===== src/rtl/wb_mem_arbiter_if.sv =====
// Wishbone B4 classic bundle for one master/slave link.
// master drives the request side, slave drives the response side.
interface wb_mem_arbiter_if #(
  parameter int AW = 32,
  parameter int DW = 32
);
  logic            cyc;
  logic            stb;
  logic            we;
  logic [AW-1:0]   adr;
  logic [DW-1:0]   dat_w;
  logic [DW/8-1:0] sel;
  logic            ack;
  logic            err;
  logic [DW-1:0]   dat_r;

  modport master (
    output cyc, stb, we, adr, dat_w, sel,
    input  ack, err, dat_r
  );

  modport slave (
    input  cyc, stb, we, adr, dat_w, sel,
    output ack, err, dat_r
  );
endinterface


===== src/rtl/wb_mem_arbiter.sv =====
// Two-master (fetch M0, mem-stage M1) to one-slave Wishbone arbiter.
// Grants per CYC, routes responses to the owner, aborts stalled slaves.
module wb_mem_arbiter #(
  parameter int XLEN       = 32,
  parameter int ADDR_WIDTH = 32,
  parameter int TIMEOUT    = 255,
  parameter int RR_EN      = 1
) (
  input  logic       clk_i,
  input  logic       rst_ni,
  wb_mem_arbiter_if.slave  m0,
  wb_mem_arbiter_if.slave  m1,
  wb_mem_arbiter_if.master s,
  output logic [1:0] grant_o,
  output logic       timeout_o
);

  localparam int CW = $clog2(TIMEOUT + 1);

  typedef enum logic [1:0] {
    IDLE,
    OWN,
    ABORT
  } state_e;

  state_e        state_q, state_d;
  logic [1:0]    grant_q, grant_d;
  logic          last_q, last_d;
  logic [CW-1:0] cnt_q, cnt_d;

  logic                  own1;
  logic                  own_cyc;
  logic                  own_stb;
  logic                  own_we;
  logic [ADDR_WIDTH-1:0] own_adr;
  logic [XLEN-1:0]       own_dat;
  logic [XLEN/8-1:0]     own_sel;
  logic                  stall;
  logic                  hit;
  logic                  pick_m1;
  logic                  pick_m0;

  logic                  req_cyc;
  logic                  req_stb;
  logic                  req_mux;
  logic                  rsp_ack;
  logic                  rsp_err;
  logic [XLEN-1:0]       rsp_dat;
  logic                  to_pulse;

  assign own1    = grant_q[1];
  assign own_cyc = own1 ? m1.cyc   : m0.cyc;
  assign own_stb = own1 ? m1.stb   : m0.stb;
  assign own_we  = own1 ? m1.we    : m0.we;
  assign own_adr = own1 ? m1.adr   : m0.adr;
  assign own_dat = own1 ? m1.dat_w : m0.dat_w;
  assign own_sel = own1 ? m1.sel   : m0.sel;

  assign stall = own_stb & ~s.ack & ~s.err;
  assign hit   = (cnt_q == CW'(TIMEOUT));

  // last_q=0 means M0 owned last, so M1 wins a tie
  assign pick_m1 = m1.cyc &
                   (~m0.cyc | (RR_EN == 0) | ~last_q);
  assign pick_m0 = m0.cyc & ~pick_m1;

  always_comb begin
    state_d  = state_q;
    grant_d  = grant_q;
    last_d   = last_q;
    cnt_d    = cnt_q;
    req_cyc  = 1'b0;
    req_stb  = 1'b0;
    req_mux  = 1'b0;
    rsp_ack  = 1'b0;
    rsp_err  = 1'b0;
    rsp_dat  = '0;
    to_pulse = 1'b0;

    unique case (state_q)
      IDLE: begin
        cnt_d = '0;
        unique case (1'b1)
          pick_m1: begin
            grant_d = 2'b10;
            state_d = OWN;
          end
          pick_m0: begin
            grant_d = 2'b01;
            state_d = OWN;
          end
          default: ;
        endcase
      end

      OWN: begin
        req_mux = 1'b1;
        if (stall && hit) begin
          // watchdog expired: fail the owner, drop the slave cycle
          state_d  = ABORT;
          cnt_d    = '0;
          rsp_err  = 1'b1;
          to_pulse = 1'b1;
        end else begin
          req_cyc = own_cyc;
          req_stb = own_stb;
          rsp_ack = s.ack;
          rsp_err = s.err;
          rsp_dat = s.dat_r;
          if (stall) begin
            cnt_d = hit ? cnt_q : cnt_q + CW'(1);
          end else begin
            cnt_d = '0;
          end
          if (!own_cyc) begin
            state_d = IDLE;
            grant_d = 2'b00;
            last_d  = own1;
            cnt_d   = '0;
          end
        end
      end

      ABORT: begin
        cnt_d = '0;
        if (!own_cyc) begin
          state_d = IDLE;
          grant_d = 2'b00;
          last_d  = own1;
        end
      end

      default: begin
        state_d = IDLE;
        grant_d = 2'b00;
        cnt_d   = '0;
      end
    endcase
  end

  // a reset cycle blanks every output so no late ACK leaks out
  always_comb begin
    s.cyc    = rst_ni & req_cyc;
    s.stb    = rst_ni & req_stb;
    s.we     = rst_ni & req_mux & own_we;
    s.adr    = (rst_ni & req_mux) ? own_adr : '0;
    s.dat_w  = (rst_ni & req_mux) ? own_dat : '0;
    s.sel    = (rst_ni & req_mux) ? own_sel : '0;

    m0.ack   = rst_ni & ~own1 & rsp_ack;
    m0.err   = rst_ni & ~own1 & rsp_err;
    m0.dat_r = (rst_ni & ~own1) ? rsp_dat : '0;
    m1.ack   = rst_ni & own1 & rsp_ack;
    m1.err   = rst_ni & own1 & rsp_err;
    m1.dat_r = (rst_ni & own1) ? rsp_dat : '0;

    grant_o   = rst_ni ? grant_q : 2'b00;
    timeout_o = rst_ni & to_pulse;
  end

  always_ff @(posedge clk_i) begin
    if (!rst_ni) begin
      state_q <= IDLE;
      grant_q <= 2'b00;
      last_q  <= 1'b0;
      cnt_q   <= '0;
    end else begin
      state_q <= state_d;
      grant_q <= grant_d;
      last_q  <= last_d;
      cnt_q   <= cnt_d;
    end
  end

endmodule


===== src/flat_wrapper.sv =====
// flat-port wrapper written by rule: the top's interface ports become plain ports
module wb_mem_arbiter_flat 
#(
  parameter int XLEN       = 32,
  parameter int ADDR_WIDTH = 32,
  parameter int TIMEOUT    = 255,
  parameter int RR_EN      = 1
)
  (clk_i, rst_ni, grant_o, timeout_o, m0_cyc, m0_stb, m0_we, m0_adr, m0_dat_w, m0_sel, m0_ack, m0_err, m0_dat_r, m1_cyc, m1_stb, m1_we, m1_adr, m1_dat_w, m1_sel, m1_ack, m1_err, m1_dat_r, s_cyc, s_stb, s_we, s_adr, s_dat_w, s_sel, s_ack, s_err, s_dat_r);
  wb_mem_arbiter_if #(.AW(32), .DW(32)) m0_i ();
  wb_mem_arbiter_if #(.AW(32), .DW(32)) m1_i ();
  wb_mem_arbiter_if #(.AW(32), .DW(32)) s_i ();
  input  logic clk_i;
  input  logic rst_ni;
  output logic [1:0] grant_o;
  output logic timeout_o;
  input wire logic [$bits(m0_i.cyc)-1:0] m0_cyc;
  input wire logic [$bits(m0_i.stb)-1:0] m0_stb;
  input wire logic [$bits(m0_i.we)-1:0] m0_we;
  input wire logic [$bits(m0_i.adr)-1:0] m0_adr;
  input wire logic [$bits(m0_i.dat_w)-1:0] m0_dat_w;
  input wire logic [$bits(m0_i.sel)-1:0] m0_sel;
  output wire logic [$bits(m0_i.ack)-1:0] m0_ack;
  output wire logic [$bits(m0_i.err)-1:0] m0_err;
  output wire logic [$bits(m0_i.dat_r)-1:0] m0_dat_r;
  input wire logic [$bits(m1_i.cyc)-1:0] m1_cyc;
  input wire logic [$bits(m1_i.stb)-1:0] m1_stb;
  input wire logic [$bits(m1_i.we)-1:0] m1_we;
  input wire logic [$bits(m1_i.adr)-1:0] m1_adr;
  input wire logic [$bits(m1_i.dat_w)-1:0] m1_dat_w;
  input wire logic [$bits(m1_i.sel)-1:0] m1_sel;
  output wire logic [$bits(m1_i.ack)-1:0] m1_ack;
  output wire logic [$bits(m1_i.err)-1:0] m1_err;
  output wire logic [$bits(m1_i.dat_r)-1:0] m1_dat_r;
  output wire logic [$bits(s_i.cyc)-1:0] s_cyc;
  output wire logic [$bits(s_i.stb)-1:0] s_stb;
  output wire logic [$bits(s_i.we)-1:0] s_we;
  output wire logic [$bits(s_i.adr)-1:0] s_adr;
  output wire logic [$bits(s_i.dat_w)-1:0] s_dat_w;
  output wire logic [$bits(s_i.sel)-1:0] s_sel;
  input wire logic [$bits(s_i.ack)-1:0] s_ack;
  input wire logic [$bits(s_i.err)-1:0] s_err;
  input wire logic [$bits(s_i.dat_r)-1:0] s_dat_r;
  assign m0_i.cyc = m0_cyc;
  assign m0_i.stb = m0_stb;
  assign m0_i.we = m0_we;
  assign m0_i.adr = m0_adr;
  assign m0_i.dat_w = m0_dat_w;
  assign m0_i.sel = m0_sel;
  assign m0_ack = m0_i.ack;
  assign m0_err = m0_i.err;
  assign m0_dat_r = m0_i.dat_r;
  assign m1_i.cyc = m1_cyc;
  assign m1_i.stb = m1_stb;
  assign m1_i.we = m1_we;
  assign m1_i.adr = m1_adr;
  assign m1_i.dat_w = m1_dat_w;
  assign m1_i.sel = m1_sel;
  assign m1_ack = m1_i.ack;
  assign m1_err = m1_i.err;
  assign m1_dat_r = m1_i.dat_r;
  assign s_cyc = s_i.cyc;
  assign s_stb = s_i.stb;
  assign s_we = s_i.we;
  assign s_adr = s_i.adr;
  assign s_dat_w = s_i.dat_w;
  assign s_sel = s_i.sel;
  assign s_i.ack = s_ack;
  assign s_i.err = s_err;
  assign s_i.dat_r = s_dat_r;
  wb_mem_arbiter #(.XLEN(XLEN), .ADDR_WIDTH(ADDR_WIDTH), .TIMEOUT(TIMEOUT), .RR_EN(RR_EN)) u_core (.clk_i(clk_i), .rst_ni(rst_ni), .m0(m0_i), .m1(m1_i), .s(s_i), .grant_o(grant_o), .timeout_o(timeout_o));
endmodule

===== config.mk =====
export PLATFORM = sky130hd
export DESIGN_NAME = wb_mem_arbiter_flat
export DESIGN_NICKNAME = d
export VERILOG_FILES = /design/src/rtl/wb_mem_arbiter_if.sv /design/src/rtl/wb_mem_arbiter.sv /design/src/flat_wrapper.sv
export SDC_FILE = /design/constraint.sdc
export NUM_CORES = 1
export LEC_CHECK = 0
export CELL_PAD_IN_SITES_DETAIL_PLACEMENT = 1
export CELL_PAD_IN_SITES_GLOBAL_PLACEMENT = 2
export CORE_ASPECT_RATIO = 0.6
export CORE_MARGIN = 5
export CORE_UTILIZATION = 11
export DETAILED_ROUTE_END_ITERATION = 8
export GPL_TIMING_DRIVEN = 0
export PLACE_DENSITY = 0.91
export SLEW_MARGIN = 0
export SYNTH_ARGS = -nofsm -noshare
export SYNTH_HDL_FRONTEND = slang
export SYNTH_SLANG_ARGS = --single-unit
export TNS_END_PERCENT = 20

===== constraint.sdc =====
create_clock -name clk_i -period 5.2 [get_ports clk_i]
set_input_delay 0.52 -clock clk_i [delete_from_list [all_inputs] [get_ports clk_i]]
set_output_delay 0.52 -clock clk_i [all_outputs]
set_load 0.02 [all_outputs]

# Word-level counts from Yosys, hierarchy flattened

Index checks and enable logic that the tools add are counted.

$add $sub $neg: 1
Multiply operators: 0
Div/mod/pow operators: 0
Magnitude comparators: 0
Equality and inequality tests: 6
Shifts and indexed selects: 0
Mux-type cells: 36
Bitwise gates (word level): 26
Reduce and logical (&&, ||, !) cells: 7

Operator list:

| kind                  | number |
|---|---|
| $mux W32              | 8 |
| $mux W1               | 16 |
| $and A1 B1 Y1         | 15 |
| $mux W2               | 6 |
| $pmux W2 S3           | 2 |
| $not A1 Y1            | 10 |
| $add A8 B1 Y8 const B | 1 |
| $eq A8 B8 Y1 const B  | 1 |
| $mux W4               | 2 |
| $reduce_or A5 Y1      | 1 |
| $ne A2 B2 Y1 const B  | 2 |
| $pmux W2 S2           | 1 |
| $reduce_and A2 Y1     | 2 |
| $ne A3 B1 Y1 const B  | 1 |
| $eq A2 B1 Y1 const B  | 1 |
| $eq A2 B2 Y1 const B  | 1 |
| $logic_not A2 Y1      | 1 |
| $pmux W1 S2           | 1 |
| $reduce_bool A2 Y1    | 1 |
| $reduce_or A2 Y1      | 1 |
| $logic_and A1 B1 Y1   | 1 |
| $or A1 B1 Y1          | 1 |

Bits in registers: 13
Latch bits: 0
RAM bits: 0
Bits in read-only memories: 0
Output and inout bits: 142
Memories: 0

# Logic depth before layout (Yosys ltp)

Gate-level depths: netlist of run 1.

Word-level depth: 8
Gate-level depth with buffers: 7

# Worst setup path after synthesis of run 1

No wires, ideal clock.

Kind: input-to-output
Start point: input port s_ack
End point: output port m0_err
Data arrival time: 1.844 ns
Setup slack: 2.836 ns
Stages on the path: 4
Buffers on the path: 0
Cells stage by stage: or2_2 nor4_4 nor2_1 nor3_1

Word-level cells in the longest chain between the ends: 7

Ends and longest elaborated chain:

| item                       | RTL line              | text |
|---|---|---|
| start, declared            | flat_wrapper.sv:41    | `input wire logic [$bits(s_i.ack)-1:0] s_ack;` |
| $not A1 Y1                 | wb_mem_arbiter.sv:59  | `assign stall = own_stb & ~s.ack & ~s.err;` |
| $and A1 B1 Y1 (2 in a row) | wb_mem_arbiter.sv:59  |  |
| $logic_and A1 B1 Y1        | wb_mem_arbiter.sv:98  | `if (stall && hit) begin` |
| $mux W1                    | wb_mem_arbiter.sv:98  |  |
| $mux W1                    | wb_mem_arbiter.sv:80  | `unique case (state_q)` |
| $and A1 B1 Y1              | wb_mem_arbiter.sv:151 | `m0.err = rst_ni & ~own1 & rsp_err;` |
| end, declared              | flat_wrapper.sv:24    | `output wire logic [$bits(m0_i.err)-1:0] m0_err;` |

No other way between the ends.

# Worst setup path after layout of run 1

Start point: input port s_ack
End point: output port m1_dat_r[1]

Word-level cells in the longest chain between the ends: 7

Ends and longest elaborated chain:

| item                       | RTL line              | text |
|---|---|---|
| $not A1 Y1                 | wb_mem_arbiter.sv:59  |  |
| $and A1 B1 Y1 (2 in a row) | wb_mem_arbiter.sv:59  |  |
| $logic_and A1 B1 Y1        | wb_mem_arbiter.sv:98  |  |
| $mux W32                   | wb_mem_arbiter.sv:98  |  |
| $mux W32                   | wb_mem_arbiter.sv:80  |  |
| $mux W32                   | wb_mem_arbiter.sv:155 | `m1.dat_r = (rst_ni & own1) ? rsp_dat : '0;` |
| end, declared              | flat_wrapper.sv:34    | `output wire logic [$bits(m1_i.dat_r)-1:0] m1_dat_r;` |

No other way between the ends.

==> flow_metrics.py, run 1 <==
metrics = {
    "run_status": {
        "status": "complete, no violations",
    },
    "drt": {
        "drt_wl_total_mm": 14.3,
        "drtAntennaViolNets": 0,
        "drcViolationCount": 0,
        "firstDrtPassIters": 4,
        "viasPerCell": 3.74,
        "num_vias": 3415,
        "routedWlPerCell_um": 15.6,
        "drt_iter0_drc": 64,
    },
    "worst_setup_path": {
        "path_cells": "clkdlybuf4s50_1, or2_2, nor4_4, nor2_1, clkbuf_1, and2_1, clkdlybuf4s50_1",
        "cpPeakStageDelay_ns": 0.59,
        "worstReg2RegStart": "u_core.grant_q[1]$_SDFFE_PN0P_",
        "reg2reg_slack_ns": 3.10,
        "cp.required_ns": 4.68,
        "crit_buf_inv": 3,
        "critPathMaxFanout": 10,
        "cp.arrival_ns": 3.33,
        "worstSetupStartpointType": "input port",
        "reg2reg_depth": 5,
        "crit_slowest_cell": "nor4_4",
        "cp_common_cell": "clkdlybuf4s50_1",
        "end_kind": "output pin",
        "path_delay_family": "simple AND/OR/NAND/NOR gates",
        "path_class": "in2out",
        "r2r_end": "u_core.last_q$_SDFFE_PN0P_",
    },
    "finish": {
        "fin_nets": 825,
        "antenna_cells": 0,
        "area_growth_syn_to_layout_pct": 162,
        "drive_gt1_share_pct": 2.65,
        "fillerInstances": 2374,
    },
    "yosys": {
        "yosysTopAreaCellShare_pct": 32.8,
        "ys_types": 33,
        "synthTopCellsByArea": "mux2i_1 33%, and2_1 19%, nor2_1 14%, dfxtp_1 12%, ha_1 2.8%",
        "synth_nets": 502,
        "synthCells": 319,
        "synth_top_area_cell": "mux2i_1",
        "yosysWarnings": 0,
        "ys_ff_latch": 13,
        "synthesis.area_um2": 2230,
        "syn_avg_cell_area_um2": 6.98,
        "ys_seq_area_share_pct": 11.7,
    },
    "global_route": {
        "grt_first_pass_wirelength_mm": 21.3,
        "grt_max_degree": 11,
        "grt_pass1_vias": 3786,
        "grt_overflow": 0,
        "antenna_found_initial": 0,
        "groute.usage.overall_pct": 11.2,
    },
    "floorplanning": {
        "die_h_um": 120,
        "die_w_um": 194,
        "dieArea_um2": 23300,
        "pin_count": 320,
        "num_rows": 40,
        "start_util_pct": 11.2,
        "core_area_um2": 20000,
    },
    "clock_network": {
        "cts_resized": 0,
        "clockBufferDepth": 2,
        "ctsHoldBuffers": 0,
        "cts_tree": "done",
        "clkTransAtPathRegs_ns": 0.04,
        "cts_root_buf": "clkbuf_16",
        "postCtsSetupBuffers": 0,
        "cts_inserted_buffers": 3,
        "insertion_delay_ns": 0.24,
        "numClockSinks": 13,
        "htreeDepth": 1,
    },
    "pwr": {
        "combPwrFrac_pct": 67.0,
        "power_density_nw_per_um2": 129,
        "power.switching_w": 0.000265,
        "vdd_drop_max_uv": 73.3,
        "power_frac_clock_pct": 19.0,
        "leakagePower_nw": 2.11,
        "swShare_pct": 35.4,
        "pwr-share-seq_pct": 14.0,
        "p_int_w": 0.000485,
    },
    "flow_run": {
        "max_cap_violations": 0,
    },
    "placed_design": {
        "place_congestion": 0.759,
        "dpl.hpwl_mm": 12.6,
        "io_buffers": 318,
    },
    "timing": {
        "fmax_mhz": 260,
        "setup_viol": 0,
        "maxSlewViolCount": 0,
        "fin_skew_ns": 0.00364,
        "post-route-period-util_pct": 74.0,
        "hold_viol": 0,
        "grt_setup_unrepaired": "no",
        "worst_pin_slew_ns": 0.752,
        "timing.hold.ws_ns": 0.454,
        "min_period_ns": 3.85,
        "fin_tns_setup_ns": 0,
        "slew_headroom_pct": 49.8,
    },
    "hold_path": {
        "min_path_cells": 1,
        "hold_end": "u_core.cnt_q[0]$_SDFFE_PP0P_",
        "hold_path_class": "reg2reg",
        "hp-start": "u_core.cnt_q[0]$_SDFFE_PP0P_",
    },
}
worst max path at each step:
stage | from | to | slack (ns) | cells past startpoint
after floorplan | s_ack | m0_err | 2.84 | 4
after global placement | s_ack | m1_dat_r[1] | 1.26 | 7
after detailed placement | s_ack | m1_dat_r[1] | 1.26 | 7
after CTS | s_ack | m1_dat_r[1] | 1.24 | 7
after global routing | s_ack | m1_dat_r[1] | 1.07 | 7
final | s_ack | m1_dat_r[1] | 1.35 | 7
sequential cells by signal (all words and copies together) (netlist names):
signal          cells
u_core.cnt_q        8
u_core.last_q       1
u_core.state_q      2
u_core.grant_q      2
kinds of logic after synthesis:
logic type	after synthesis	synth area share, %
adders and majority gates	5	2.81
AOI/OAI and AO/OA	11	3.09
buffers and inverters	31	5.79
DFF	13	11.7
and+or+nand+nor	180	41.1
xor gates and xnor gates	4	1.57
muxes	75	33.9
final cells by class:
| cell class | instances | area [um^2] | share of cell area (%) |
|---|---|---|---|
| multi-input cells | 275 | 1840 | 31.5 |
| well taps | 273 | 342 | 5.86 |
| flip-flops and latches | 13 | 260 | 4.46 |
| clock buffers | 4 | 78.8 | 1.35 |
| inverters | 7 | 26.3 | 0.451 |
| repair buffers | 318 | 3180 | 54.6 |
| plain buffers | 24 | 103 | 1.76 |
worst reg2reg max path, delay by kind of cell, from the launching register on:
family / cells / cell delay, ns
flip-flops: 1 / 0.31
buffers and inverters: 3 / 1.35
multiplexers: 1 / 0.18
AND/OR/NAND/NOR: 1 / 0.20
layout by cell type, fill, tap and decap left out, drive strengths merged, types with 2 or more instances in the layout:
cell           netlist  layout
clkbuf              11      15
xor2                 2       2
inv                  7       7
ha                   5       5
nand3                6       6
o21ai                3       3
nand2                7       7
and3                 2       2
xnor2                2       2
nor2                82      82
and2                66      66
nor3b                3       3
mux2i               74      74
a21oi                3       3
nand4                2       2
dfxtp               13      13
clkdlybuf4s50        0     318
nor3                 7       7
buf                 13      13
synthesized netlist by cell type, drive strengths merged:
library cell	count
dfxtp	13
xnor2	2
or4	1
nor3	7
nand2	7
clkbuf	11
o22ai	1
inv	7
and3	2
a211oi	1
nor2b	1
mux2	1
xor2	2
buf	13
o21bai	1
or2	1
mux2i	74
nor3b	3
nand4	2
or3	1
nor4	1
ha	5
a21oi	3
o21ai	3
o2111ai	1
and2	66
nor2	82
a221oi	1
nand3	6
per-stage QoR:
step / cells / cell area [um^2] / util (%) / setup WS [ns] / total power (W)
final: 914 / 5830 / 29.2 / 1.35 / 0.000750
after CTS: 914 / 5830 / 29.2 / 1.24 / 0.000765
after detailed placement: 910 / 5750 / 28.8 / 1.26 / 0.000616
after global routing: 914 / 5830 / 29.2 / 1.07 / 0.000796
after global placement: 910 / 5750 / 28.8 / 1.26 / 0.000611
after floorplan: 319 / 2230 / - / 2.84 / 0.000332
power groups by stage:
stage | sequential [W] | combinational, W | clock [W]
after floorplan | 0.000106 | 0.000226 | 0
after global placement | 0.000107 | 0.000504 | 0
after detailed placement | 0.000107 | 0.000509 | 0
after CTS | 0.000105 | 0.000511 | 0.000148
after global routing | 0.000105 | 0.000539 | 0.000152
final | 0.000105 | 0.000503 | 0.000142
layer usage:
layer	global-route usage (%)	routed length [um]
met1	14.5	6350
met2	19.1	6630
met3	3.51	1250
met4	1.02	56
met5	0	0
No activity file was read; power rests on OpenSTA's default activity.
==> run 2, diff against run 1 <==
CORE_UTILIZATION = 10   (was 11)
PLACE_DENSITY = 0.83   (was 0.91)
clock period = 3.9 ns   (was 5.2 ns; I/O delays follow)
==> run 2 against run 1 <==
Effect of this change: wire length up 4.4%; clock skew is 0.00079 ns higher; cell area is 0.28% higher; utilization down 2.6 points; flip-flop and latch count unchanged; combinational power rose by 34%; highest routed layer unchanged; die area is 9.3% higher; worst setup slack worse by 1.1 ns; first-iteration DRC count grew 17%.
==> flow_metrics.py, run 2 (same netlist as run 1, synthesis figures left out) <==
metrics = {
    "run_status": {
        "status": "complete, no violations",
    },
    "global_route": {
        "antenna_found_initial": 0,
        "grt_first_pass_wirelength_mm": 21.7,
        "grt.met3_usage_pct": 3.73,
        "grt_use_met1_pct": 13.8,
        "grt_pass1_vias": 3587,
        "gr-usage-met2_pct": 18.5,
        "grt_max_degree": 11,
        "grt_overflow": 0,
        "grt.busiest_layer": "met2",
        "groute.usage.overall_pct": 10.8,
    },
    "worst_setup_path": {
        "reg2reg_slack_ns": 1.80,
        "worstSetupStartpointType": "input port",
        "critPathMaxFanout": 10,
        "cp.arrival_ns": 3.25,
        "path_class": "in2out",
        "end_kind": "output pin",
        "cp.required_ns": 3.51,
    },
    "hold_path": {
        "hold_path_class": "reg2reg",
    },
    "finish": {
        "antenna_cells": 0,
        "top_register": "u_core.cnt_q",
        "top_regs": "u_core.cnt_q (8), u_core.grant_q (2), u_core.state_q (2)",
        "layout_commonest_cell": "clkdlybuf4s50_1",
        "largest_register_ffs": 8,
        "area_growth_syn_to_layout_pct": 163,
        "fillerInstances": 2660,
        "fin_nets": 825,
        "mostFrequentLayoutCells": "318 x clkdlybuf4s50_1, 82 x nor2_1, 73 x mux2i_1",
        "drive_gt1_share_pct": 2.65,
        "stdcell_count": 927,
    },
    "placed_design": {
        "dpl.hpwl_mm": 13.2,
        "place_congestion": 0.817,
        "place_inst": 923,
        "io_buffers": 318,
    },
    "clock_network": {
        "ctsHoldBuffers": 0,
        "cts_tree": "done",
        "cts_root_buf": "clkbuf_16",
        "cts_resized": 0,
        "postCtsSetupBuffers": 0,
        "cts_inserted_buffers": 3,
        "numClockSinks": 13,
        "clockBufferDepth": 2,
        "insertion_delay_ns": 0.24,
        "htreeDepth": 1,
        "clkTransAtPathRegs_ns": 0.05,
    },
    "timing": {
        "maxSlewViolCount": 0,
        "fmax_mhz": 275,
        "hold_viol": 0,
        "min_period_ns": 3.64,
        "worst_pin_slew_ns": 0.774,
        "fin_tns_setup_ns": 0,
        "setup_viol": 0,
        "fin_skew_ns": 0.00443,
        "grt_setup_unrepaired": "no",
        "slew_headroom_pct": 48.4,
        "post-route-period-util_pct": 93.2,
    },
    "pwr": {
        "power_density_nw_per_um2": 173,
        "leakagePower_nw": 2.11,
        "vdd_drop_max_uv": 120,
    },
    "drt": {
        "drt_wl_total_mm": 14.9,
        "firstDrtPassIters": 4,
        "routedWlPerCell_um": 16.1,
        "drcViolationCount": 0,
        "drt_iter0_drc": 75,
        "viasPerCell": 3.68,
        "num_vias": 3414,
        "drtAntennaViolNets": 0,
    },
    "floorplanning": {
        "die_h_um": 126,
        "num_rows": 42,
        "start_util_pct": 10.1,
        "dieArea_um2": 25500,
        "die_w_um": 203,
        "core_area_um2": 22000,
        "pin_count": 320,
    },
    "flow_run": {
        "max_cap_violations": 0,
    },
}
run 2: cell counts in the layout (fill, tap and decap cells not counted):
Identical to the previous run, type by type.
run 2: through the flow:
step	worst slack, ns	total power, W	instance area [um^2]	hold WS, ns	util, %
after floorplan	1.80	0.000443	2230	0.418	-
after global placement	0.145	0.000824	5770	0.438	26.3
after detailed placement	0.160	0.000826	5770	0.452	26.3
after CTS	0.168	0.00103	5850	0.462	26.6
after global routing	0.0104	0.00108	5850	0.496	26.6
final	0.264	0.00101	5850	0.457	26.6
run 2: cell type report:
cell class | count | area, um^2 | share of cell area (%)
Buffer | 24 | 103 | 1.75
Clock buffer | 4 | 78.8 | 1.35
Inverter | 7 | 26.3 | 0.449
Multi-Input combinational cell | 275 | 1840 | 31.4
Sequential cell | 13 | 260 | 4.45
Tap cell | 286 | 358 | 6.12
Timing Repair Buffer | 318 | 3180 | 54.4
run 2: worst max-delay path: stages:
cell and delay [ns]:
clkdlybuf4s50_1 0.45, or2_2 0.35, nor4_4 0.58, nor2_1 0.34, clkbuf_1 0.33, and2_1 0.25
clkdlybuf4s50_1 0.55
run 2: layer usage:
layer	wire, um	share of wire, %
met1	6640	45
met4	27	0.18
met5	0	0
met2	6880	46
met3	1380	9.2
run 2: path summary, 6_finish.rpt:
check / startpoint / cells after the start / endpoint
worst max-delay path: s_ack / 7 / m1_dat_r[9]
worst min-delay path: u_core.cnt_q[0]$_SDFFE_PP0P_ / 1 / u_core.cnt_q[0]$_SDFFE_PP0P_
worst min register to register: u_core.cnt_q[0]$_SDFFE_PP0P_ / 1 / u_core.cnt_q[0]$_SDFFE_PP0P_
worst max register to register: u_core.grant_q[1]$_SDFFE_PN0P_ / 5 / u_core.last_q$_SDFFE_PN0P_
run 2: power breakdown:
part | switching (W) | internal, W
clock network | 0.0000581 | 0.000138
logic | 0.000303 | 0.000372
registers | 0.00000290 | 0.000137
total | 0.000364 | 0.000647
